<file path="src/rtl/ssd_scan_scheduler_if.sv">
// Bus between the stopwatch value source, the seven-segment scan scheduler and
// the anode/segment decoders.
interface ssd_scan_scheduler_if;
  logic        en;
  logic [15:0] value;
  logic [3:0]  dp_mask;
  logic        lz_suppress;
  logic [1:0]  refresh_count;
  logic [3:0]  digit_bcd;
  logic        digit_blank;
  logic        anode_en;
  logic        dp_n;
  logic        frame_tick;

  modport master (
    output en, value, dp_mask, lz_suppress,
    input  refresh_count, digit_bcd, digit_blank, anode_en, dp_n, frame_tick
  );

  modport slave (
    input  en, value, dp_mask, lz_suppress,
    output refresh_count, digit_bcd, digit_blank, anode_en, dp_n, frame_tick
  );
endinterface

</file>
<file path="src/rtl/ssd_scan_scheduler.sv">
// Four-digit seven-segment scan scheduler: slot sequencing, per-slot blanking,
// frame-coherent value snapshot, leading-zero suppression and decimal point.
module ssd_scan_scheduler #(
  parameter int unsigned REFRESH_DIV  = 100000,
  parameter int unsigned BLANK_CYCLES = 1000
) (
  input logic                 clk,
  input logic                 rst_n,
  ssd_scan_scheduler_if.slave bus
);

  localparam int unsigned cnt_w = $clog2(REFRESH_DIV);
  localparam logic [cnt_w-1:0] slot_last = cnt_w'(REFRESH_DIV - 32'd1);
  localparam logic [cnt_w-1:0] blank_last =
    cnt_w'((BLANK_CYCLES == 32'd0) ? 32'd0 : BLANK_CYCLES - 32'd1);
  localparam bit no_blank = (BLANK_CYCLES == 32'd0);

  typedef enum logic [1:0] {
    IDLE  = 2'd0,
    BLANK = 2'd1,
    SHOW  = 2'd2
  } state_t;

  state_t           state;
  state_t           nxt_state;
  logic [cnt_w-1:0] slot_cnt;
  logic [cnt_w-1:0] nxt_cnt;
  logic [1:0]       rc;
  logic [1:0]       nxt_rc;
  logic [15:0]      snap;
  logic [15:0]      nxt_snap;
  logic             nxt_tick;
  logic [3:0]       nxt_digit;
  logic             nxt_suppress;

  // Transition decisions; outputs are registered from these next values so
  // they always match the state being entered.
  always_comb begin : next_values
    nxt_state = state;
    nxt_cnt   = slot_cnt;
    nxt_rc    = rc;
    nxt_snap  = snap;
    nxt_tick  = 1'b0;
    if (state == IDLE) begin
      if (bus.en) begin
        nxt_state = no_blank ? SHOW : BLANK;
        nxt_cnt   = '0;
        nxt_rc    = 2'd0;
        nxt_snap  = bus.value;
      end
    end else if (!bus.en) begin
      nxt_state = IDLE;
      nxt_cnt   = '0;
    end else begin
      nxt_cnt = (slot_cnt == slot_last) ? '0 : cnt_w'(slot_cnt + cnt_w'(1));
      if (state == BLANK) begin
        if (slot_cnt == blank_last) begin
          nxt_state = SHOW;
        end
      end else if (slot_cnt == slot_last) begin
        nxt_state = no_blank ? SHOW : BLANK;
        nxt_rc    = 2'(rc + 2'd1);
        // Slot 3 -> slot 0 is the frame boundary: refresh the snapshot here only.
        if (rc == 2'd3) begin
          nxt_snap = bus.value;
          nxt_tick = 1'b1;
        end
      end
    end
  end

  // Digit select and leading-zero suppression for the slot being entered.
  always_comb begin : digit_decode
    nxt_digit    = 4'd0;
    nxt_suppress = 1'b0;
    case (nxt_rc)
      2'd0: begin
        nxt_digit    = nxt_snap[3:0];
        nxt_suppress = 1'b0;
      end
      2'd1: begin
        nxt_digit    = nxt_snap[7:4];
        nxt_suppress = bus.lz_suppress && (nxt_snap[15:4] == 12'd0);
      end
      2'd2: begin
        nxt_digit    = nxt_snap[11:8];
        nxt_suppress = bus.lz_suppress && (nxt_snap[15:8] == 8'd0);
      end
      default: begin
        nxt_digit    = nxt_snap[15:12];
        nxt_suppress = bus.lz_suppress && (nxt_snap[15:12] == 4'd0);
      end
    endcase
  end

  always_ff @(posedge clk) begin : fsm
    if (!rst_n) begin
      state           <= IDLE;
      slot_cnt        <= '0;
      rc              <= 2'd0;
      snap            <= 16'd0;
      bus.digit_bcd   <= 4'd0;
      bus.digit_blank <= 1'b1;
      bus.anode_en    <= 1'b0;
      bus.dp_n        <= 1'b1;
      bus.frame_tick  <= 1'b0;
    end else begin
      state           <= nxt_state;
      slot_cnt        <= nxt_cnt;
      rc              <= nxt_rc;
      snap            <= nxt_snap;
      bus.digit_bcd   <= nxt_digit;
      bus.digit_blank <= (nxt_state != SHOW) || nxt_suppress;
      bus.anode_en    <= (nxt_state == SHOW);
      bus.dp_n        <= (nxt_state == SHOW) ? ~bus.dp_mask[nxt_rc] : 1'b1;
      bus.frame_tick  <= nxt_tick;
    end
  end

  assign bus.refresh_count = rc;

endmodule

</file>
<file path="src/flat_wrapper.sv">
// flat-port wrapper written by rule: the top's interface ports become plain ports
module ssd_scan_scheduler_flat 
#(
  parameter int unsigned REFRESH_DIV  = 100000,
  parameter int unsigned BLANK_CYCLES = 1000
)
  (clk, rst_n, bus_en, bus_value, bus_dp_mask, bus_lz_suppress, bus_refresh_count, bus_digit_bcd, bus_digit_blank, bus_anode_en, bus_dp_n, bus_frame_tick);
  ssd_scan_scheduler_if bus_i ();
  input logic clk;
  input logic rst_n;
  input wire logic [$bits(bus_i.en)-1:0] bus_en;
  input wire logic [$bits(bus_i.value)-1:0] bus_value;
  input wire logic [$bits(bus_i.dp_mask)-1:0] bus_dp_mask;
  input wire logic [$bits(bus_i.lz_suppress)-1:0] bus_lz_suppress;
  output wire logic [$bits(bus_i.refresh_count)-1:0] bus_refresh_count;
  output wire logic [$bits(bus_i.digit_bcd)-1:0] bus_digit_bcd;
  output wire logic [$bits(bus_i.digit_blank)-1:0] bus_digit_blank;
  output wire logic [$bits(bus_i.anode_en)-1:0] bus_anode_en;
  output wire logic [$bits(bus_i.dp_n)-1:0] bus_dp_n;
  output wire logic [$bits(bus_i.frame_tick)-1:0] bus_frame_tick;
  assign bus_i.en = bus_en;
  assign bus_i.value = bus_value;
  assign bus_i.dp_mask = bus_dp_mask;
  assign bus_i.lz_suppress = bus_lz_suppress;
  assign bus_refresh_count = bus_i.refresh_count;
  assign bus_digit_bcd = bus_i.digit_bcd;
  assign bus_digit_blank = bus_i.digit_blank;
  assign bus_anode_en = bus_i.anode_en;
  assign bus_dp_n = bus_i.dp_n;
  assign bus_frame_tick = bus_i.frame_tick;
  ssd_scan_scheduler #(.REFRESH_DIV(REFRESH_DIV), .BLANK_CYCLES(BLANK_CYCLES)) u_core (.clk(clk), .rst_n(rst_n), .bus(bus_i));
endmodule
</file>
<file path="config.mk">
export PLATFORM = sky130hd
export DESIGN_NAME = ssd_scan_scheduler_flat
export DESIGN_NICKNAME = d
export VERILOG_FILES = /design/src/rtl/ssd_scan_scheduler_if.sv /design/src/rtl/ssd_scan_scheduler.sv /design/src/flat_wrapper.sv
export SDC_FILE = /design/constraint.sdc
export NUM_CORES = 1
export LEC_CHECK = 0
export BUFFER_PORTS_ARGS = -buffer_cell sky130_fd_sc_hd__buf_2
export CORE_ASPECT_RATIO = 1.75
export CORE_MARGIN = 3
export CORE_UTILIZATION = 40
export DETAILED_ROUTE_END_ITERATION = 6
export GPL_TIMING_DRIVEN = 0
export REMOVE_ABC_BUFFERS = 1
export SYNTH_ARGS = -nofsm -noshare
export SYNTH_HDL_FRONTEND = slang
export SYNTH_SLANG_ARGS = --single-unit
</file>
<file path="constraint.sdc">
create_clock -name clk -period 6.85 [get_ports clk]
set_clock_uncertainty 0.1 [all_clocks]
set_input_delay 1.0275 -clock clk [delete_from_list [all_inputs] [get_ports clk]]
set_output_delay 1.0275 -clock clk [all_outputs]
set_load 0.005 [all_outputs]
</file>
### After elaboration in Yosys (flattened, before gate mapping)

Index checks and enable logic that the tools add are counted.

| storage, ports and cells | value |
|---|---|
| flip-flop bits (word level) | 45 |
| bits in latches | 0 |
| memory bits (writable) | 0 |
| bits in read-only memories | 0 |
| input port bits | 24 |
| output and inout bits | 10 |
| logic and storage cells | 62 |
| memories kept | 0 |

| operators by class | value |
|---|---|
| add/sub/neg operators | 2 |
| multiply operators | 0 |
| divide/modulo/power cells | 0 |
| magnitude comparators | 1 |
| equal/unequal tests | 9 |
| shift operators | 0 |
| muxes and demuxes | 26 |
| bitwise logic cells | 4 |
| reductions and logical operators | 11 |

Operators by type and width:

| kind | count |
|---|---|
| two-way mux 16 bit | 6 |
| two-way mux 17 bit | 4 |
| two-way mux 2 bit | 11 |
| adder 17 x 1 -> 17 bit, second input constant | 1 |
| equality test 17 x 10 -> 1 bit, second input constant | 1 |
| equality test 17 bit, second input constant | 1 |
| zero test 12 bit | 1 |
| one-hot mux 4 bit (3 select lines) | 1 |
| zero test 8 bit | 1 |
| equality test 2 bit, second input constant | 3 |
| OR reduction 5 bit | 1 |
| equality test 2 x 1 -> 1 bit, second input constant | 2 |
| zero test 2 bit | 2 |
| zero test 4 bit | 1 |
| != test 2 bit, second input constant | 2 |
| NOT 1 bit | 4 |
| logical AND 1 bit | 3 |
| < comparator 2 x 3 -> 1 bit, second input constant | 1 |
| one-hot mux 1 bit (3 select lines) | 1 |
| adder 2 x 1 -> 2 bit, second input constant | 1 |
| binary-select mux 1 bit (select 2 bit) | 1 |
| two-way mux 1 bit | 2 |
| AND reduction 2 bit | 1 |
| logical OR 1 bit | 1 |

### Longest topological paths before layout

Gate-level depths: netlist of run 1.

| depth | value |
|---|---|
| depth in word-level cells | 10 |
| gate-level depth with buffers | 13 |

### Least setup slack after synthesis of run 1

Ideal clock, no wire load.

| path | value |
|---|---|
| kind | register to register |
| from | register u_core.slot_cnt[0] |
| to | register u_core.bus.digit_blank |
| arrival | 2769 ps |
| required time | 6676 ps |
| slack | 3907 ps |
| stages on the path, launching flop included | 12 |
| period minus slack after synthesis | 2943 ps |
| cells stage by stage | dfxtp_1 > ha_1 > nand3_2 > nor3_4 > or4b_4 > a31oi_4 > ha_1 > inv_1 > o31ai_1 > mux2i_1 > o31a_1 > o21ai_0 |

| between the ends | value |
|---|---|
| longest elaborated chain between the ends | 9 |
| elaborated cells on any way between the ends | 27 |

Ends and longest elaborated chain:

| what | line | text |
|---|---|---|
| start, declared | ssd_scan_scheduler.sv:26 | `logic [cnt_w-1:0] slot_cnt;` |
| start signal, assigned | ssd_scan_scheduler.sv:109 | `slot_cnt <= nxt_cnt;` |
| equality test 17 bit | ssd_scan_scheduler.sv:60 | `end else if (slot_cnt == slot_last) begin` |
| two-way mux 16 bit | ssd_scan_scheduler.sv:60 |  |
| two-way mux 16 bit | ssd_scan_scheduler.sv:56 | `if (state == BLANK) begin` |
| two-way mux 16 bit | ssd_scan_scheduler.sv:51 | `end else if (!bus.en) begin` |
| two-way mux 16 bit | ssd_scan_scheduler.sv:44 | `if (state == IDLE) begin` |
| zero test 12 bit, or another cell as far along | ssd_scan_scheduler.sv:83 | `nxt_suppress = bus.lz_suppress && (nxt_snap[15:4] == 12'd0);` |
| logical AND 1 bit, on equally long branches | ssd_scan_scheduler.sv:83, ssd_scan_scheduler.sv:87, ssd_scan_scheduler.sv:91 |  |
| one-hot mux 1 bit (3 select lines) | ssd_scan_scheduler.sv:76 | `case (nxt_rc)` |
| logical OR 1 bit * | ssd_scan_scheduler.sv:113 | `bus.digit_blank <= (nxt_state != SHOW) \|\| nxt_suppress;` |
| end signal, assigned | ssd_scan_scheduler.sv:113 |  |
| end, declared | ssd_scan_scheduler_if.sv:22 | `output refresh_count, digit_bcd, digit_blank, anode_en, dp_n, frame_tick` |

Every way passes the cells marked *; elsewhere a longest branch is shown, timed or not.
A chain may end at the register's enable or synchronous reset.

### Final worst setup path of run 1

Same ends and word-level chain as after synthesis.

==> results.sh, run 1 <==
export IMPL_r2r_setup_slack_ns=3.44
export IMPL_port_buffers=33
export IMPL_cap_violations=0
export IMPL_fmax_mhz=293.0
export IMPL_synth_cell_types=57
export IMPL_synth_top_area_share_pct=39.13
export IMPL_rsz0062_at_grt="false"
export IMPL_cts_resized=0
export IMPL_final_antenna_net_count=0
export IMPL_antenna_found_initial=0
export IMPL_critPathMaxFanout=7
export IMPL_slew_headroom_pct=31.03
export IMPL_wl_per_cell_um=15.09
export IMPL_cp_arrival_ns=3.54
export IMPL_diodes=0
export IMPL_min_delay_start="u_core.snap[1]"
export IMPL_grt_pass1_vias=1992
export IMPL_nets=320
export IMPL_drtIter0Drc=63
export IMPL_crit_type="reg -> reg"
export IMPL_yosys_warnings=0
export IMPL_vias=2058
export IMPL_pin_count=34
export IMPL_hold_buffers=0
export IMPL_core_um2=5585
export IMPL_die_y_um=106.4
export IMPL_pre_cts_ws_ns=3.098
export IMPL_synth_area_leaders="dfxtp_1 (39%), mux2i_1 (6.5%), nor2_1 (5.5%)"
export IMPL_crit_end="u_core.bus.digit_blank"
export IMPL_place_congestion=0.7914
export IMPL_ys_ff_latch=45
export IMPL_synth_cells=263
export IMPL_drive_gt1_share_pct=17.87
export IMPL_grt_max_degree=26
export IMPL_grt_first_pass_wirelength_um=9321
export IMPL_cts_tree="done"
export IMPL_route_detailed_drc=0
export IMPL_setup_viol=0
export IMPL_tns_ns=0
export IMPL_syn_area_per_cell_um2=8.754
export IMPL_cts_htree_levels=2
export IMPL_min_period_ns=3.413
export IMPL_endpoint_kind="register"
export IMPL_status="complete, no violations"
export IMPL_gr_total_overflow=0
export IMPL_cp_start_kind="register"
export IMPL_ys_async_sr_fraction_pct=0
export IMPL_drv_slew=0
export IMPL_totalWireLength_um=5538
export IMPL_synth_edf_count=0
export IMPL_syn_area_um2=2302
export IMPL_synth_common_cells="dfxtp_1 (45), nor2_1 (34), nand2_1 (22)"
export IMPL_utilization_pct=47.04
export IMPL_track_usage_pct=17.43
export IMPL_timing_rr_start="u_core.slot_cnt[0]"
export IMPL_clkSlewWorstSetupHoldPaths_ns=0.09
export IMPL_hold_violations=0
export IMPL_synth_most_common_cell="dfxtp_1"
export IMPL_ir_drop_uv=93.99
export IMPL_clk_latency_ns=0.30
export IMPL_die_w_um=63.35
export IMPL_cts_root_buf="clkbuf_8"
export IMPL_clk_path_buf_depth=2
export IMPL_initial_core_util_pct=41.22
export IMPL_hold_depth=2
export IMPL_worstRegToRegCells=11
export IMPL_min_period_over_period_pct=49.83
export IMPL_dp_hpwl_um=4113
export IMPL_yosysSeqAreaShare_pct=39.13
export IMPL_viasPerCell=5.608
export IMPL_min_path_type="reg -> reg"
export IMPL_clock_sinks=45
export IMPL_num_rows=36
export IMPL_syn_to_final_growth_pct=14.13
export IMPL_powerDensity_nw_per_um2=203.6
export IMPL_postCtsSetupRepairBufs=0
export IMPL_worst_slew_pin_slew_ns=1.034
export IMPL_dieArea_um2=6738
export IMPL_drt_first_pass_iters=4
export IMPL_numCtsBuffers=5
export IMPL_setup_slack_ns=3.437
export IMPL_p_leak_nw=1.102
export IMPL_crit_start="u_core.slot_cnt[0]"
export IMPL_required_ns=6.98
export IMPL_r2r_end="u_core.bus.digit_blank"
export IMPL_synth_top_cell_by_area="dfxtp_1"
export IMPL_ys_flop_type="dfxtp_1"
==> logic make-up (layout without fill, tap and decap cells) <==
| family | count (synthesis) | count (layout) | synth area share (%) |
|---|---|---|---|
| AO/OA/AOI/OAI | 64 | 64 | 20.38 |
| AND/OR/NAND/NOR | 108 | 108 | 24.57 |
| flip-flops | 45 | 45 | 39.13 |
| buffers and inverters | 21 | 49 | 4.185 |
| multiplexers | 19 | 19 | 8.478 |
| adder cells (fa/ha/maj) | 6 | 6 | 3.261 |
==> state kept, by name, indices dropped and copies added, names as in the netlist, 2 cells and up <==
signal	count
u_core.slot_cnt	17
u_core.bus.refresh_count	2
u_core.state	2
u_core.snap	16
u_core.bus.digit_bcd	4
==> power breakdown <==
part           switching (W)  total [W]  internal (W)
clock              0.0000933   0.000212      0.000119
sequential        0.00000390   0.000274      0.000270
combinational      0.0000276  0.0000494     0.0000218
==> how the worst min path moves through the flow <==
stage	to	slack, ns
CTS	u_core.snap[1]	0.41
floorplan	u_core.snap[1]	0.36
global placement	u_core.snap[1]	0.38
global route	u_core.snap[3]	0.46
detailed placement	u_core.snap[1]	0.39
finish	u_core.snap[1]	0.41
==> placed cells by master, fill, tap and decap left out, types with 2 or more instances in the layout <==
cell type	count
a21boi_0	2
a21o_1	2
a21oi_1	16
a22oi_1	2
a311oi_1	2
a31oi_1	4
and2_1	5
and3_1	4
buf_2	33
clkbuf_8	6
dfxtp_1	45
ha_1	6
inv_1	7
mux2_2	3
mux2i_1	15
nand2_1	22
nand2b_1	4
nand3_1	6
nand4_1	3
nor2_1	34
nor2b_1	2
nor3_1	6
nor4_1	5
o211a_1	3
o211ai_1	2
o21ai_0	9
o22ai_1	4
o311a_1	4
o31ai_1	2
or3_1	6
==> worst max-delay path, cell delays in order (launching register included) <==
cell and delay (ns):
dfxtp_1 0.44, ha_1 0.26, nand3_2 0.19, nor3_4 0.34, or4b_4 0.55, a31oi_4 0.29
ha_1 0.23, inv_1 0.10, o31ai_1 0.26, mux2i_1 0.10, o31a_1 0.34, o21ai_0 0.13
==> layer usage <==
metal | vias to the layer above | wire [um] | global-route usage (%)
met1 | 984 | 2150 | 18.00
met3 | 9 | 164 | 2.854
met2 | 38 | 3107 | 33.58
li1 | 1027 | - | -
met4 | 0 | 116 | 7.264
met5 | - | 0 | 0
==> final cells by class <==
type / instances / area [um2]
tap: 76 / 95.09
clock buffer: 6 / 82.58
clock inverter: 2 / 37.54
sequential: 45 / 900.9
inverter: 7 / 26.28
timing repair buffer: 34 / 180.2
fill: 607 / 2958
multi-input combinational: 197 / 1305
==> metrics by stage <==
| step | area (um2) | hold WS [ns] | instances | total power, W |
|---|---|---|---|---|
| 5_1_grt | 2628 | 0.4563 | 367 | 0.0005560 |
| 3_3_place_gp | 2492 | 0.3792 | 358 | 0.0003284 |
| 4_1_cts | 2613 | 0.4124 | 366 | 0.0005414 |
| 3_5_place_dp | 2492 | 0.3919 | 358 | 0.0003291 |
| 6_report | 2628 | 0.4051 | 367 | 0.0005349 |
| 2_1_floorplan | 2232 | 0.3599 | 249 | 0.0003088 |
Power figures use the tool's default switching activity.
==> run 2: changes to the inputs <==
- clock period: 6.85 -> 3.6 ns (I/O delays scaled with it)
==> run 2 against run 1 <==
Against the previous run:
- worst setup slack worse by 3.1 ns
- sequential power is 90% higher
- first-iteration DRC count stayed put
- worst hold slack hardly changed
- sequential share of layout area is 0.098 points lower
- critical path type unchanged
- largest cell class unchanged
==> results.sh, run 2 (same netlist as run 1, synthesis figures left out) <==
export IMPL_critPathMaxFanout=7
export IMPL_core_um2=5585
export IMPL_totalWireLength_um=5575
export IMPL_final_common_cell="dfxtp_1"
export IMPL_drt_first_pass_iters=4
export IMPL_drtIter0Drc=63
export IMPL_place_area_um2=2492
export IMPL_seq_power_share_pct=51.1
export IMPL_dp_hpwl_um=4113
export IMPL_layout_common_cells="dfxtp_1 (45), nor2_1 (34), buf_2 (33)"
export IMPL_power_share_clock_pct=39.6
export IMPL_num_rows=36
export IMPL_grt_pass1_vias=1992
export IMPL_clock_sinks=45
export IMPL_dieArea_um2=6738
export IMPL_initial_core_util_pct=41.22
export IMPL_rsz0062_at_grt="false"
export IMPL_endpoint_kind="register"
export IMPL_antenna_found_initial=0
export IMPL_slew_headroom_pct=30.18
export IMPL_fill_cells=607
export IMPL_die_y_um=106.4
export IMPL_grt_max_degree=26
export IMPL_drive_gt1_share_pct=18.15
export IMPL_cp_arrival_ns=3.36
export IMPL_vias=2073
export IMPL_hold_violations=0
export IMPL_route_detailed_drc=0
export IMPL_cts_root_buf="clkbuf_8"
export IMPL_switching_share_pct=23.33
export IMPL_clk_path_buf_depth=2
export IMPL_hold_buffers=0
export IMPL_fmax_mhz=309.3
export IMPL_diodes=0
export IMPL_largest_register="u_core.slot_cnt"
export IMPL_tns_ns=0
export IMPL_p_int_w=0.0007803
export IMPL_reg_top3="u_core.slot_cnt x17, u_core.snap x16, u_core.bus.digit_bcd x4"
export IMPL_cts_resized=0
export IMPL_crit_type="reg -> reg"
export IMPL_clk_latency_ns=0.30
export IMPL_wl_per_cell_um=15.15
export IMPL_dp_cells=358
export IMPL_cts_htree_levels=2
export IMPL_die_w_um=63.35
export IMPL_status="complete, no violations"
export IMPL_powerDensity_nw_per_um2=386.3
export IMPL_cap_violations=0
export IMPL_drv_slew=0
export IMPL_setup_viol=0
export IMPL_stdcell_area_um2=2635
export IMPL_pin_count=34
export IMPL_ir_drop_uv=178.8
export IMPL_cts_tree="done"
export IMPL_largest_reg_flops=17
export IMPL_track_usage_pct=17.43
export IMPL_syn_to_final_growth_pct=14.46
export IMPL_clkSlewWorstSetupHoldPaths_ns=0.09
export IMPL_grt_first_pass_wirelength_um=9321
export IMPL_min_path_type="reg -> reg"
export IMPL_required_ns=3.73
export IMPL_p_leak_nw=1.107
export IMPL_min_period_ns=3.233
export IMPL_min_period_over_period_pct=89.80
export IMPL_gr_total_overflow=0
export IMPL_final_antenna_net_count=0
export IMPL_layoutNonFillerInstCount=368
export IMPL_p_comb_share_pct=9.3
export IMPL_numCtsBuffers=5
export IMPL_viasPerCell=5.633
export IMPL_place_congestion=0.7914
export IMPL_nets=321
export IMPL_cp_start_kind="register"
export IMPL_p_sw_w=0.0002375
export IMPL_port_buffers=33
export IMPL_worst_slew_pin_slew_ns=1.047
-- run 2: layer usage --
metal  vias up  GRT usage [%]  wire length, um  share of wire, %
met5         -              0                0                 0
met4         0          7.264              122               2.2
li1       1028              -                -                 -
met2        36          33.58             3087                55
met1      1000          18.00             2207                40
met3         9          2.854              157               2.8
-- run 2: what timing repair did --
action | 4_1_cts | 5_1_grt
setup endpoints to repair | 0 | 1
endpoints found under the hold margin | 0 | 0
setup buffers | 0 | 1
-- run 2: worst max-delay path, cell delays in order (launching register included) --
cell and delay, ns:
dfxtp_1 0.45, ha_1 0.27, nand3_2 0.19, nor3_4 0.19, or4b_4 0.52, a31oi_4 0.29, ha_1 0.23, inv_1 0.10
o31ai_1 0.26, mux2i_1 0.10, o31a_1 0.34, o21ai_0 0.13
-- run 2: worst paths after layout --
kind                                    startpoint                endpoint  cells after the start  slack, ns
worst max-delay path            u_core.slot_cnt[0]  u_core.bus.digit_blank                     11       0.37
worst min-delay path                u_core.snap[1]          u_core.snap[1]                      2       0.40
worst max register to register  u_core.slot_cnt[0]  u_core.bus.digit_blank                     11       0.37
worst min register to register      u_core.snap[1]          u_core.snap[1]                      2       0.40
-- run 2: cell type report --
cell class                 count  area [um2]  area share, %
timing repair buffer          35       187.7          7.122
sequential                    45       900.9          34.19
clock buffer                   6       82.58          3.134
clock inverter                 2       37.54          1.424
inverter                       7       26.28         0.9971
multi-input combinational    197        1305          49.53
tap                           76       95.09          3.609
-- run 2: power groups by stage --
| stage | combinational, W | sequential (W) | clock, W |
|---|---|---|---|
| 5_1_grt | 0.000105 | 0.000522 | 0.000431 |
| 4_1_cts | 0.0000944 | 0.000520 | 0.000416 |
| 6_report | 0.0000943 | 0.000521 | 0.000403 |
| 3_5_place_dp | 0.0000941 | 0.000532 | 0 |
| 2_1_floorplan | 0.0000566 | 0.000531 | 0 |
| 3_3_place_gp | 0.0000931 | 0.000532 | 0 |
-- run 2: through the flow --
step                hold slack [ns]  utilization, %  total power [W]  setup slack [ns]
floorplan                    0.3599               -        0.0005875            0.6239
global placement             0.3792           44.62        0.0006249            0.1720
detailed placement           0.3919           44.62        0.0006261            0.1601
CTS                          0.4058           46.77         0.001030            0.1326
global route                 0.4234           47.18         0.001058            0.1266
finish                       0.4050           47.18         0.001018            0.3672
==> run 3: changes to the inputs <==
- CELL_PAD_IN_SITES_DETAIL_PLACEMENT: default -> 1
- CELL_PAD_IN_SITES_GLOBAL_PLACEMENT: default -> 1
- MAX_ROUTING_LAYER: default -> met4
- PLACE_DENSITY_LB_ADDON: default -> 0.1
- SKIP_LAST_GASP: default -> 1
==> run 3 against run 2 <==
Against the previous run:
- sequential share of layout area increased by 0.34 points
- fmax fell by 2.4%
- combinational power about the same
- critical path depth did not move
- worst setup slack worse by 0.079 ns
- first-iteration DRC count down 6.3%
- global-route usage rose by 2.2 points
- power down 8.1%
- clock-buffer cell count is 1 lower
- highest routed layer unchanged
==> results.sh, run 3 (same netlist as run 1, synthesis figures left out) <==
export IMPL_die_w_um=63.35
export IMPL_powerDensity_nw_per_um2=358.6
export IMPL_clock_sinks=45
export IMPL_fill_cells=691
export IMPL_layout_common_cells="dfxtp_1 (45), nor2_1 (34), buf_2 (33)"
export IMPL_route_detailed_drc=0
export IMPL_die_y_um=106.4
export IMPL_worst_hold_slack_ns=0.4066
export IMPL_pin_count=34
export IMPL_r2r_setup_slack_ns=0.29
export IMPL_pre_cts_ws_ns=0.06506
export IMPL_required_ns=3.72
export IMPL_drv_slew=0
export IMPL_tns_ns=0
export IMPL_grt_first_pass_wirelength_um=10220
export IMPL_clk_path_buf_depth=2
export IMPL_clkSlewWorstSetupHoldPaths_ns=0.09
export IMPL_timing_rr_start="u_core.slot_cnt[0]"
export IMPL_min_delay_start="bus_value[3]"
export IMPL_min_to="u_core.snap[3]"
export IMPL_cts_resized=0
export IMPL_cp_start_kind="register"
export IMPL_critPathMaxFanout=7
export IMPL_worst_slew_pin_slew_ns=1.164
export IMPL_antenna_found_initial=0
export IMPL_track_usage_pct=19.65
export IMPL_largest_reg_flops=17
export IMPL_totalWireLength_um=6153
export IMPL_vias=2063
export IMPL_setup_viol=0
export IMPL_cts_tree="done"
export IMPL_drt_first_pass_iters=2
export IMPL_min_period_ns=3.312
export IMPL_drive_gt1_share_pct=18.43
export IMPL_slew_headroom_pct=22.42
export IMPL_cap_violations=0
export IMPL_r2r_end="u_core.bus.digit_blank"
export IMPL_multi_input_area_um2=1305
export IMPL_cts_root_buf="clkbuf_8"
export IMPL_wl_per_cell_um=16.67
export IMPL_dp_hpwl_um=4658
export IMPL_initial_core_util_pct=41.22
export IMPL_drtIter0Drc=59
export IMPL_regArea_um2=900.9
export IMPL_p_leak_nw=1.099
export IMPL_fmax_mhz=301.9
export IMPL_diodes=0
export IMPL_port_buffers=33
export IMPL_cp_arrival_ns=3.44
export IMPL_crit_type="reg -> reg"
export IMPL_rsz0062_at_grt="false"
export IMPL_grt_max_degree=26
export IMPL_min_period_over_period_pct=92.00
export IMPL_num_rows=36
export IMPL_hold_depth=3
export IMPL_final_common_cell="dfxtp_1"
export IMPL_nets=322
export IMPL_utilization_pct=46.71
export IMPL_power_w=0.0009355
export IMPL_endpoint_kind="register"
export IMPL_hold_violations=0
export IMPL_crit_start="u_core.slot_cnt[0]"
export IMPL_cts_htree_levels=2
export IMPL_ir_drop_uv=183.6
export IMPL_min_path_type="in -> reg"
export IMPL_worstRegToRegCells=11
export IMPL_gr_total_overflow=0
export IMPL_viasPerCell=5.591
export IMPL_status="complete, no violations"
export IMPL_dieArea_um2=6738
export IMPL_numCtsBuffers=5
export IMPL_core_um2=5585
export IMPL_setup_slack_ns=0.2879
export IMPL_grt_pass1_vias=2140
export IMPL_largest_register="u_core.slot_cnt"
export IMPL_place_congestion=0.8109
export IMPL_syn_to_final_growth_pct=13.32
export IMPL_final_antenna_net_count=0
export IMPL_clk_latency_ns=0.30
export IMPL_reg_top3="u_core.slot_cnt x17, u_core.snap x16, u_core.bus.digit_bcd x4"
[run 3: routing by layer]
| layer | vias to the layer above | global-route usage (%) | routed length (um) |
|---|---|---|---|
| met1 | 1004 | 18.20 | 2227 |
| met4 | 0 | 8.192 | 172 |
| met5 | - | - | 0 |
| met3 | 10 | 2.220 | 155 |
| met2 | 26 | 39.19 | 3598 |
| li1 | 1023 | - | - |
[run 3: cell type report]
type                            count  share of cell area, %
Sequential cell                    45                  34.53
Clock buffer                        5                  2.638
Tap cell                           76                  3.645
Multi-Input combinational cell    197                  50.02
Clock inverter                      3                 0.8153
Timing Repair Buffer               36                  7.338
Inverter                            7                  1.007
[run 3: worst max-delay path by stage]
stage | end
after global routing | u_core.bus.digit_blank
after floorplan | u_core.bus.digit_blank
final | u_core.bus.digit_blank
after detailed placement | u_core.bus.digit_blank
after global placement | u_core.bus.digit_blank
after CTS | u_core.bus.digit_blank
[run 3: what timing repair did]
action	4_1_cts	5_1_grt
buffers inserted	0	2
hold buffers	0	0
endpoints found under the setup margin	0	1
[run 3: report_power, final]
| group | switching, W | internal [W] |
|---|---|---|
| clock network | 0.000182 | 0.000138 |
| logic | 0.0000535 | 0.0000409 |
| registers | 0.00000760 | 0.000513 |
| total | 0.000243 | 0.000692 |
[run 3: through the flow]
step                      instance area, um2  std cells
final                                   2609        369
after global routing                    2609        369
after CTS                               2582        366
after detailed placement                2492        358
after global placement                  2492        358
after floorplan                         2232        249
[run 3: worst max-delay path, cell delays in order (launching register included)]
cell	delay (ns)
dfxtp_1	0.44
ha_1	0.28
nand3_2	0.20
nor3_4	0.22
or4b_4	0.53
a31oi_4	0.29
ha_1	0.21
inv_1	0.09
o31ai_1	0.26
mux2i_1	0.11
o31a_1	0.34
o21ai_0	0.15
